File: config.mk
export PLATFORM = sky130hd
export DESIGN_NAME = melody_sequencer
export DESIGN_NICKNAME = d
export VERILOG_FILES = /design/src/rtl/melody_pkg.sv /design/src/rtl/melody_rom.sv /design/src/rtl/melody_sequencer.sv
export SDC_FILE = /design/constraint.sdc
export NUM_CORES = 1
export LEC_CHECK = 0
export ABC_AREA = 1
export CORE_MARGIN = 8
export CORE_UTILIZATION = 51
export CTS_CLUSTER_SIZE = 30
export DETAILED_ROUTE_END_ITERATION = 8
export PLACE_DENSITY = 0.71
export SLEW_MARGIN = 0
export SYNTH_ARGS = -nofsm -noshare
export SYNTH_HDL_FRONTEND = slang
export SYNTH_SLANG_ARGS = --single-unit
File: constraint.sdc
create_clock -name clk_50MHz -period 5.3 [get_ports clk_50MHz]
set_input_delay 0.795 -clock clk_50MHz [delete_from_list [all_inputs] [get_ports clk_50MHz]]
set_output_delay 0.795 -clock clk_50MHz [all_outputs]
set_load 0.02 [all_outputs]
File: src/rtl/melody_pkg.sv
// Shared definitions for the melody sequencer: note codes, tone half-periods,
// FSM state encoding and ROM entry layout.
package melody_pkg;

  localparam int ENTRY_W = 5;  // {code[1:0], beats[2:0]}
  localparam int HP_BITS = 17;

  localparam logic [1:0] NOTE_REST = 2'd0;
  localparam logic [1:0] NOTE_C4   = 2'd1;
  localparam logic [1:0] NOTE_F4   = 2'd2;
  localparam logic [1:0] NOTE_C5   = 2'd3;

  localparam logic [HP_BITS-1:0] HP_C4 = 17'd95785;
  localparam logic [HP_BITS-1:0] HP_F4 = 17'd71633;
  localparam logic [HP_BITS-1:0] HP_C5 = 17'd47801;

  typedef enum logic [2:0] {
    IDLE,
    LOAD,
    PLAY,
    GAP,
    DONE
  } state_e;

  function automatic logic [HP_BITS-1:0] note_half_period(input logic [1:0] code);
    logic [HP_BITS-1:0] hp;
    case (code)
      NOTE_C4: hp = HP_C4;
      NOTE_F4: hp = HP_F4;
      NOTE_C5: hp = HP_C5;
      default: hp = '0;
    endcase
    return hp;
  endfunction

endpackage

File: src/rtl/melody_rom.sv
// Fixed 8-note melody table; swap the entries here to change the tune
// without touching the sequencer FSM.
module melody_rom
  import melody_pkg::*;
(
  input  logic [2:0]         idx_i,
  output logic [ENTRY_W-1:0] entry_o
);

  always_comb begin
    entry_o = '0;
    case (idx_i)
      3'd0: entry_o = {NOTE_C4,   3'd2};
      3'd1: entry_o = {NOTE_C4,   3'd1};
      3'd2: entry_o = {NOTE_F4,   3'd2};
      3'd3: entry_o = {NOTE_C5,   3'd2};
      3'd4: entry_o = {NOTE_REST, 3'd1};
      3'd5: entry_o = {NOTE_F4,   3'd1};
      3'd6: entry_o = {NOTE_C4,   3'd2};
      3'd7: entry_o = {NOTE_C5,   3'd4};
      default: entry_o = '0;
    endcase
  end

endmodule

File: src/rtl/melody_sequencer.sv
// Melody sequencer driving the buzzer tone generator with a half-period and enable.
// Define MELODY_LOOP_EN to replay the melody continuously until stop/reset.
module melody_sequencer
  import melody_pkg::*;
#(
  parameter int BEAT_CYCLES = 12_500_000,
  parameter int GAP_CYCLES  = 2_500_000,
  parameter int HP_W        = 17
) (
  input  logic            clk_50MHz,
  input  logic            reset,
  input  logic            start,
  input  logic            stop,
  output logic [HP_W-1:0] half_period,
  output logic            tone_en,
  output logic [2:0]      note_idx,
  output logic            busy,
  output logic            done
);

  // Counter is sized to hold the longest possible note (7 beats) or the gap.
  localparam int CNT_W = $clog2(7 * BEAT_CYCLES + GAP_CYCLES + 1);
  localparam logic [CNT_W-1:0] BEAT_L = CNT_W'(BEAT_CYCLES);
  localparam logic [CNT_W-1:0] GAP_L  = (GAP_CYCLES > 0) ? CNT_W'(GAP_CYCLES - 1) : '0;

  state_e            state_q;
  logic [CNT_W-1:0]  cnt_q;
  logic [HP_W-1:0]   half_period_q;
  logic              tone_en_q;
  logic [2:0]        note_idx_q;
  logic              busy_q;
  logic              done_q;

  logic [ENTRY_W-1:0] rom_entry;
  logic [1:0]         rom_code;
  logic [2:0]         rom_beats;
  logic [2:0]         beats_eff;
  logic [CNT_W-1:0]   dur_d;
  state_e             adv_state_d;
  logic [2:0]         adv_idx_d;
  logic               adv_done_d;

  melody_rom u_rom (
    .idx_i   (note_idx_q),
    .entry_o (rom_entry)
  );

  assign rom_code  = rom_entry[ENTRY_W-1:3];
  assign rom_beats = rom_entry[2:0];

  // Note-end decision: next LOAD, or completion after the last note.
  always_comb begin
    beats_eff   = (rom_beats == 3'd0) ? 3'd1 : rom_beats;
    dur_d       = BEAT_L * CNT_W'(beats_eff) - CNT_W'(1);
    adv_done_d  = (note_idx_q == 3'd7);
`ifdef MELODY_LOOP_EN
    adv_state_d = LOAD;
    adv_idx_d   = note_idx_q + 3'd1;
`else
    adv_state_d = (note_idx_q == 3'd7) ? DONE : LOAD;
    adv_idx_d   = (note_idx_q == 3'd7) ? note_idx_q : note_idx_q + 3'd1;
`endif
  end

  always_ff @(posedge clk_50MHz) begin
    if (reset || stop) begin
      state_q       <= IDLE;
      cnt_q         <= '0;
      half_period_q <= '0;
      tone_en_q     <= 1'b0;
      note_idx_q    <= 3'd0;
      busy_q        <= 1'b0;
      done_q        <= 1'b0;
    end else begin
      case (state_q)
        IDLE: begin
          done_q <= 1'b0;
          if (start) begin
            state_q    <= LOAD;
            note_idx_q <= 3'd0;
            busy_q     <= 1'b1;
          end
        end
        LOAD: begin
          cnt_q         <= dur_d;
          half_period_q <= HP_W'(note_half_period(rom_code));
          tone_en_q     <= (rom_code != NOTE_REST);
          done_q        <= 1'b0;
          state_q       <= PLAY;
        end
        PLAY: begin
          if (cnt_q != '0) begin
            cnt_q <= cnt_q - CNT_W'(1);
          end else begin
            half_period_q <= '0;
            tone_en_q     <= 1'b0;
            if (GAP_CYCLES > 0) begin
              state_q <= GAP;
              cnt_q   <= GAP_L;
            end else begin
              state_q    <= adv_state_d;
              note_idx_q <= adv_idx_d;
              done_q     <= adv_done_d;
            end
          end
        end
        GAP: begin
          if (cnt_q != '0) begin
            cnt_q <= cnt_q - CNT_W'(1);
          end else begin
            state_q    <= adv_state_d;
            note_idx_q <= adv_idx_d;
            done_q     <= adv_done_d;
          end
        end
        DONE: begin
          state_q    <= IDLE;
          done_q     <= 1'b0;
          busy_q     <= 1'b0;
          note_idx_q <= 3'd0;
        end
        default: state_q <= IDLE;
      endcase
    end
  end

  assign half_period = half_period_q;
  assign tone_en     = tone_en_q;
  assign note_idx    = note_idx_q;
  assign busy        = busy_q;
  assign done        = done_q;

endmodule

==> results.txt, run 1 <==
----------------------------------------------------
[Timing]
  Final Max Tran Viols ... 0
  Number of hold violations in the final report ... 0
  Fin Clk Skew ... 0.008390 ns
  Number of setup violations in the final report ... 0
  Post-route clock period utilization ... 0.6529
  Total negative slack ... 0 ns
  RSZ-0062 raised after global routing ... false
  Clock period minus final worst setup slack ... 3.460 ns
  Actual transition at the worst max-transition pin ... 0.7243 ns
  Maximum clock frequency ... 289.0 MHz
  Relative slew slack ... 0.5141

[Global routing]
  Global-route total usage across every layer ... 0.1995
  Pin count of the biggest net entering global routing ... 26
  Wire length of the first global-routing pass ... 16620 um
  Leftover overflow at the end of global routing ... 0
  Vias in the first global route ... 3532
  Initial antenna violation count ... 0

[Worst setup path]
  Largest driver fanout on the critical path ... 5
  CP cell instances ... inv_1 -> ha_1 -> ha_1 -> ha_1 -> fa_1 -> nand3_1 -> nand2_1 -> nand2_1 -> nand2_1 -> nor3_1 -> nand3_1 -> nor2_1 -> nand3_1 -> nand3_1 -> a21oi_1
  Standard cell with the maximum stage delay on the critical path ... sky130_fd_sc_hd__fa_1
  CP most frequent cell ... sky130_fd_sc_hd__nand3_1
  Sort of element at the start of the critical path ... register
  CP Data Arrival Time ... 3.65 ns
  Kind of end point of the critical path ... register
  Crit path largest cell delay ... 0.47 ns
  Setup CP Type ... register to register
  Required time reported for the critical path endpoint ... 5.49 ns
  Launch point of the worst reg-to-reg path ... u_rom.entry_o[2]$_SDFF_PN0_
  FF-to-FF End ... cnt_q[25]$_SDFFE_PP0P_
  Worst-case reg-to-reg path depth ... 15
  Family with the most delay on the worst path ... adder cells
  Count of buffering cells on the critical path with inverters included ... 1
  R2R setup slack ... 1.84 ns

[Final layout]
  Highest-count cells in the layout ignoring fill and taps ... sky130_fd_sc_hd__nand2_1 (125), sky130_fd_sc_hd__inv_1 (65), sky130_fd_sc_hd__nor2_1 (64), sky130_fd_sc_hd__dfxtp_1 (47), sky130_fd_sc_hd__nand3_1 (45)
  Commonest non-fill, non-tap cell in the layout ... sky130_fd_sc_hd__nand2_1
  Fraction of layout cells with a size suffix above 1 ... 0.1007
  Antenna cell count ... 0
  Area occupied by multi-input gates ... 2386 um^2
  Synth-to-Final Area Change ... 9.803%
  NumNets Final ... 611
  Non-Filler Cell Area, Final ... 4120 um^2
  Number of fill cells in the layout ... 684
  Storage cell area ... 940.9 um^2

[CTS]
  CTS tree ... done
  CTS H-tree depth ... 2
  CTS Buf Count ... 5
  Master cell of the clock root buffer ... sky130_fd_sc_hd__clkbuf_8
  CTS hold repair buffers ... 0
  Post-CTS setup buffers ... 0
  Clock transition at the register clock pins on the worst setup and hold paths after CTS ... 0.09 ns
  Maximum clock insertion buffer count ... 2
  Clock latency on the worst-skew pair ... 0.30 ns
  Count of instances resized after the clock tree is built ... 0
  Clock sinks ... 47

[Route]
  Drt initial violations ... 200
  Average wire per cell in the routed design ... 14.41 um
  Routed vias ... 3718
  DR DRC count ... 0
  DRT antenna net count ... 0
  Final WL ... 9874 um
  First-pass detailed-route iteration total ... 5
  Via-to-Cell Ratio ... 5.428

[Placement]
  Detail Placement HPWL ... 7441 um
  Cell area after placement ... 3988 um^2
  Port Buf Inserts ... 24
  Routability cong. ... 1.075

[Power and ir drop]
  Lkg Pwr ... 1.968 nW
  Power per standard cell area ... 280.0 nW/um^2
  IR Drop Worst-Case VDD ... 0.1501 mV

[Logic synthesis]
  Mapped Cells ... 575
  Post-Synthesis Cell Area ... 3752 um^2
  Mean instance size in the synthesized netlist ... 6.526 um^2
  Fraction of registers with async set or reset after synthesis ... 0
  #FFs+latches synth ... 47
  Most used flip-flop cell after synthesis ... sky130_fd_sc_hd__dfxtp_1
  Number of unique standard cell types used by synthesis ... 47
  Number of enable-type register cells in the synthesized netlist ... 0
  Count of warnings emitted by yosys ... 0
  Sequential element share of the synthesized area ... 0.2508

[Floorplanning]
  Core ar. ... 7176 um^2
  Floorplan die area ... 10360 um^2
  Top-level I/O count ... 27
  Number of placement rows ... 31
  Effective utilization at floorplan ... 0.5229
  Chip Width ... 101.8 um
  Die H ... 101.8 um

[Worst hold path]
  Hold/Removal Path Class ... register to register
  Number of instances on the worst hold path ... 1
  Startpoint of the most critical hold path ... cnt_q[0]$_SDFFE_PP0P_
  Worst Hold Endpoint ... cnt_q[0]$_SDFFE_PP0P_

[Run status]
  Result of the run ... complete, no violations

[Job]
  Count of max-cap constraint violations ... 0

----------------------------------------------------
[per-layer routing]
metal,part of all wire,GRT usage
met4,0.018,0.06987
met2,0.45,0.3159
met1,0.46,0.2560
met3,0.073,0.04880
met5,0,0
[synth_stat cells (2+ instances only)]
cell type                  instances  area, um^2
sky130_fd_sc_hd__nand2_1         125       469.2
sky130_fd_sc_hd__inv_1            65       244.0
sky130_fd_sc_hd__nor2_1           64       240.2
sky130_fd_sc_hd__dfxtp_1          47       940.9
sky130_fd_sc_hd__nand3_1          45       225.2
sky130_fd_sc_hd__a21oi_1          39       195.2
sky130_fd_sc_hd__o21ai_0          31       155.2
sky130_fd_sc_hd__ha_1             21       262.8
sky130_fd_sc_hd__buf_4            11       82.58
sky130_fd_sc_hd__nand2_2          11       68.82
sky130_fd_sc_hd__nor3_1           10       50.05
sky130_fd_sc_hd__xor2_1           10       87.58
sky130_fd_sc_hd__nand4_1           8       50.05
sky130_fd_sc_hd__nor2_2            8       50.05
sky130_fd_sc_hd__clkbuf_1          7       26.28
sky130_fd_sc_hd__nor2_4            7       78.83
sky130_fd_sc_hd__inv_2             6       22.52
sky130_fd_sc_hd__xnor2_1           5       43.79
sky130_fd_sc_hd__a211oi_1          4       30.03
sky130_fd_sc_hd__buf_2             4       20.02
sky130_fd_sc_hd__o22ai_1           4       25.02
sky130_fd_sc_hd__a221oi_1          3       26.28
sky130_fd_sc_hd__a31oi_1           3       18.77
sky130_fd_sc_hd__nand2_4           3       33.78
sky130_fd_sc_hd__nand3_2           3       30.03
sky130_fd_sc_hd__o21ai_1           3       15.01
sky130_fd_sc_hd__or2_2             3       18.77
sky130_fd_sc_hd__a21o_1            2       15.01
sky130_fd_sc_hd__a21oi_2           2       17.52
sky130_fd_sc_hd__clkinv_1          2       7.510
sky130_fd_sc_hd__o211a_1           2       20.02
sky130_fd_sc_hd__o21bai_1          2       15.01
[power breakdown]
group | switching [mW] | internal, mW | leakage, nW
clock | 0.126 | 0.189 | 0.0654
combinational | 0.304 | 0.154 | 1.52
sequential | 0.0137 | 0.366 | 0.381
[how the worst max path moves through the flow]
stage / start / to / slack (ns) / depth (start not counted)
floorplan: u_rom.entry_o[2]$_SDFF_PN0_ / cnt_q[25]$_SDFFE_PP0P_ / 2.45 / 15
global placement: u_rom.entry_o[2]$_SDFF_PN0_ / cnt_q[25]$_SDFFE_PP0P_ / 1.93 / 15
detailed placement: u_rom.entry_o[2]$_SDFF_PN0_ / cnt_q[25]$_SDFFE_PP0P_ / 1.94 / 15
CTS: u_rom.entry_o[2]$_SDFF_PN0_ / cnt_q[25]$_SDFFE_PP0P_ / 1.89 / 15
global route: u_rom.entry_o[2]$_SDFF_PN0_ / cnt_q[25]$_SDFFE_PP0P_ / 1.56 / 15
finish: u_rom.entry_o[2]$_SDFF_PN0_ / cnt_q[25]$_SDFFE_PP0P_ / 1.84 / 15
[state kept, by name (all words and copies together) (netlist names)]
name           count
note_idx           3
half_period        7
done               1
state_q            3
cnt_q             27
u_rom.entry_o      5
busy               1
[final cells by class]
| type | count | area share |
|---|---|---|
| Clock buffer | 6 | 0.01761 |
| Clock inverter | 2 | 0.01458 |
| Inverter | 75 | 0.07015 |
| Multi-Input combinational cell | 431 | 0.5791 |
| Sequential cell | 47 | 0.2284 |
| Tap cell | 99 | 0.03006 |
| Timing Repair Buffer | 25 | 0.06013 |
[through the flow]
step / util / instances / setup WS, ns / hold WS (ns) / total power, mW
after floorplan: - / 576 / 2.450 / 0.4223 / 0.7405
after global placement: 0.5557 / 677 / 1.929 / 0.4360 / 0.8339
after detailed placement: 0.5557 / 677 / 1.943 / 0.4488 / 0.8372
after CTS: 0.5742 / 685 / 1.894 / 0.4639 / 1.152
after global routing: 0.5742 / 685 / 1.556 / 0.4935 / 1.237
final: 0.5742 / 685 / 1.840 / 0.4669 / 1.154
[kinds of logic after synthesis]
family          synth area share
simple gates              0.3591
compound gates            0.1644
buf+inv                   0.1144
flops                     0.2507
fa+ha+maj                0.07536
xor+xnor                 0.03501
other cells            0.0009994
(Power assumes the default switching activity.)
==> run 2, diff against run 1 <==
clock period = 3.6 ns   (was 5.3 ns; I/O delays follow)
==> results.txt, run 2 (synthesis results as in run 1) <==
----------------------------------------------------
[Final layout]
  Commonest non-fill, non-tap cell in the layout ... sky130_fd_sc_hd__nand2_1
  Number of fill cells in the layout ... 691
  Synth-to-Final Area Change ... 9.970%
  Fraction of layout cells with a size suffix above 1 ... 0.1058
  Antenna cell count ... 0
  NumNets Final ... 611
  Top reg by flops ... cnt_q
  Highest-count cells in the layout ignoring fill and taps ... sky130_fd_sc_hd__nand2_1 (125), sky130_fd_sc_hd__inv_1 (65), sky130_fd_sc_hd__nor2_1 (64), sky130_fd_sc_hd__nand3_1 (45), sky130_fd_sc_hd__dfxtp_1 (45)
  Max reg flops ... 27

[Worst hold path]
  Startpoint of the most critical hold path ... cnt_q[0]$_SDFFE_PP0P_
  Hold/Removal Path Class ... register to register

[CTS]
  CTS H-tree depth ... 2
  CTS tree ... done
  Clock transition at the register clock pins on the worst setup and hold paths after CTS ... 0.10 ns
  Count of instances resized after the clock tree is built ... 0
  Clock latency on the worst-skew pair ... 0.31 ns
  CTS hold repair buffers ... 0
  Post-CTS setup buffers ... 0
  Clock sinks ... 47
  Master cell of the clock root buffer ... sky130_fd_sc_hd__clkbuf_8
  CTS Buf Count ... 5
  Maximum clock insertion buffer count ... 2

[Placement]
  Port Buf Inserts ... 24
  Detail Placement HPWL ... 7318 um
  Routability cong. ... 0.9685
  DP Worst Slack ... 0.2930 ns

[Worst setup path]
  CP Data Arrival Time ... 3.50 ns
  Sort of element at the start of the critical path ... register
  Setup CP Type ... register to register
  Kind of end point of the critical path ... register
  Startpoint of the worst setup timing path ... u_rom.entry_o[2]$_SDFF_PN0_
  Launch point of the worst reg-to-reg path ... u_rom.entry_o[2]$_SDFF_PN0_
  Largest driver fanout on the critical path ... 5
  Required time reported for the critical path endpoint ... 3.80 ns

[Timing]
  Post-route clock period utilization ... 0.9175
  Maximum clock frequency ... 302.7 MHz
  Total negative slack ... 0 ns
  Actual transition at the worst max-transition pin ... 0.7573 ns
  Worst setup slack after layout ... 0.2969 ns
  Number of hold violations in the final report ... 0
  Final Max Tran Viols ... 0
  Fin Clk Skew ... 0.01229 ns
  RSZ-0062 raised after global routing ... false
  Clock period minus final worst setup slack ... 3.303 ns
  Worst hold-check slack ... 0.4637 ns
  Relative slew slack ... 0.4920
  Number of setup violations in the final report ... 0

[Route]
  DR DRC count ... 0
  Average wire per cell in the routed design ... 14.14 um
  Final WL ... 9683 um
  First-pass detailed-route iteration total ... 5
  DRT antenna net count ... 0
  Via-to-Cell Ratio ... 5.416
  Drt initial violations ... 242
  Routed vias ... 3710

[Floorplanning]
  Top-level I/O count ... 27
  Effective utilization at floorplan ... 0.5229
  Floorplan die area ... 10360 um^2
  Chip Width ... 101.8 um
  Core ar. ... 7176 um^2
  Die H ... 101.8 um
  Number of placement rows ... 31

[Power and ir drop]
  Power per standard cell area ... 412.5 nW/um^2
  IR Drop Worst-Case VDD ... 0.2100 mV
  Lkg Pwr ... 1.967 nW

[Global routing]
  Wire length of the first global-routing pass ... 16330 um
  Pin count of the biggest net entering global routing ... 26
  Vias in the first global route ... 3512
  Initial antenna violation count ... 0
  Leftover overflow at the end of global routing ... 0
  Global-route total usage across every layer ... 0.1951

[Run status]
  Result of the run ... complete, no violations

[Job]
  Count of max-cap constraint violations ... 0

----------------------------------------------------
==> run 2: cell count changes in the layout (fill, tap and decap cells not counted) <==
cell	previous run	this run
sky130_fd_sc_hd__clkinvlp_4	0	1
sky130_fd_sc_hd__clkbuf_1	1	0
sky130_fd_sc_hd__dfxtp_2	0	2
sky130_fd_sc_hd__dfxtp_1	47	45
==> run 2: power breakdown <==
group          internal, mW  total (mW)  leakage (nW)  switching, mW
clock network         0.277       0.465        0.0644          0.188
logic                 0.228       0.677          1.52          0.449
registers             0.540       0.560         0.382         0.0202
==> run 2: critical path: stages (launching register included) <==
cell and delay (ns):
sky130_fd_sc_hd__dfxtp_2 0.38, sky130_fd_sc_hd__inv_1 0.09, sky130_fd_sc_hd__ha_1 0.33, sky130_fd_sc_hd__ha_1 0.36, sky130_fd_sc_hd__ha_1 0.31, sky130_fd_sc_hd__fa_1 0.47
sky130_fd_sc_hd__inv_1 0.15, sky130_fd_sc_hd__nor2_1 0.07, sky130_fd_sc_hd__nor2_1 0.11, sky130_fd_sc_hd__nand3_1 0.13, sky130_fd_sc_hd__nor3_1 0.29, sky130_fd_sc_hd__nand3_1 0.17
sky130_fd_sc_hd__nor2_1 0.11, sky130_fd_sc_hd__nand3_1 0.07, sky130_fd_sc_hd__nand3_1 0.09, sky130_fd_sc_hd__a21oi_1 0.06
==> run 2: per-layer routing <==
layer,vias up,wire [um],track usage
li1,1881,-,-
met1,1656,4523,0.2606
met2,159,4350,0.3119
met3,14,691,0.03505
met4,0,118,0.05384
met5,-,0,0
==> run 2: area by class of cell <==
class / instances / area, um^2 / share of cell area
inverter: 75 / 289.0 / 0.07004
tap: 99 / 123.9 / 0.03002
clock buffer: 5 / 68.82 / 0.01668
multi-input combinational: 431 / 2386 / 0.5782
sequential: 47 / 943.4 / 0.2286
clock inverter: 3 / 67.56 / 0.01637
timing repair buffer: 25 / 247.7 / 0.06004
==> run 2: path summary, 6_finish.rpt <==
kind	to	slack (ns)	cells past startpoint
worst max-delay path	cnt_q[25]$_SDFFE_PP0P_	0.30	15
worst min-delay path	cnt_q[0]$_SDFFE_PP0P_	0.46	1
worst max register to register	cnt_q[25]$_SDFFE_PP0P_	0.30	15
worst min register to register	cnt_q[0]$_SDFFE_PP0P_	0.46	1
==> run 2: metrics by stage <==
stage	cell area [um^2]	total power, mW	utilization	std cells
after floorplan	3756	1.090	-	576
after global placement	3988	1.228	0.5557	677
after detailed placement	3988	1.232	0.5557	677
after CTS	4124	1.699	0.5747	685
after global routing	4126	1.812	0.5751	685
final	4126	1.702	0.5751	685
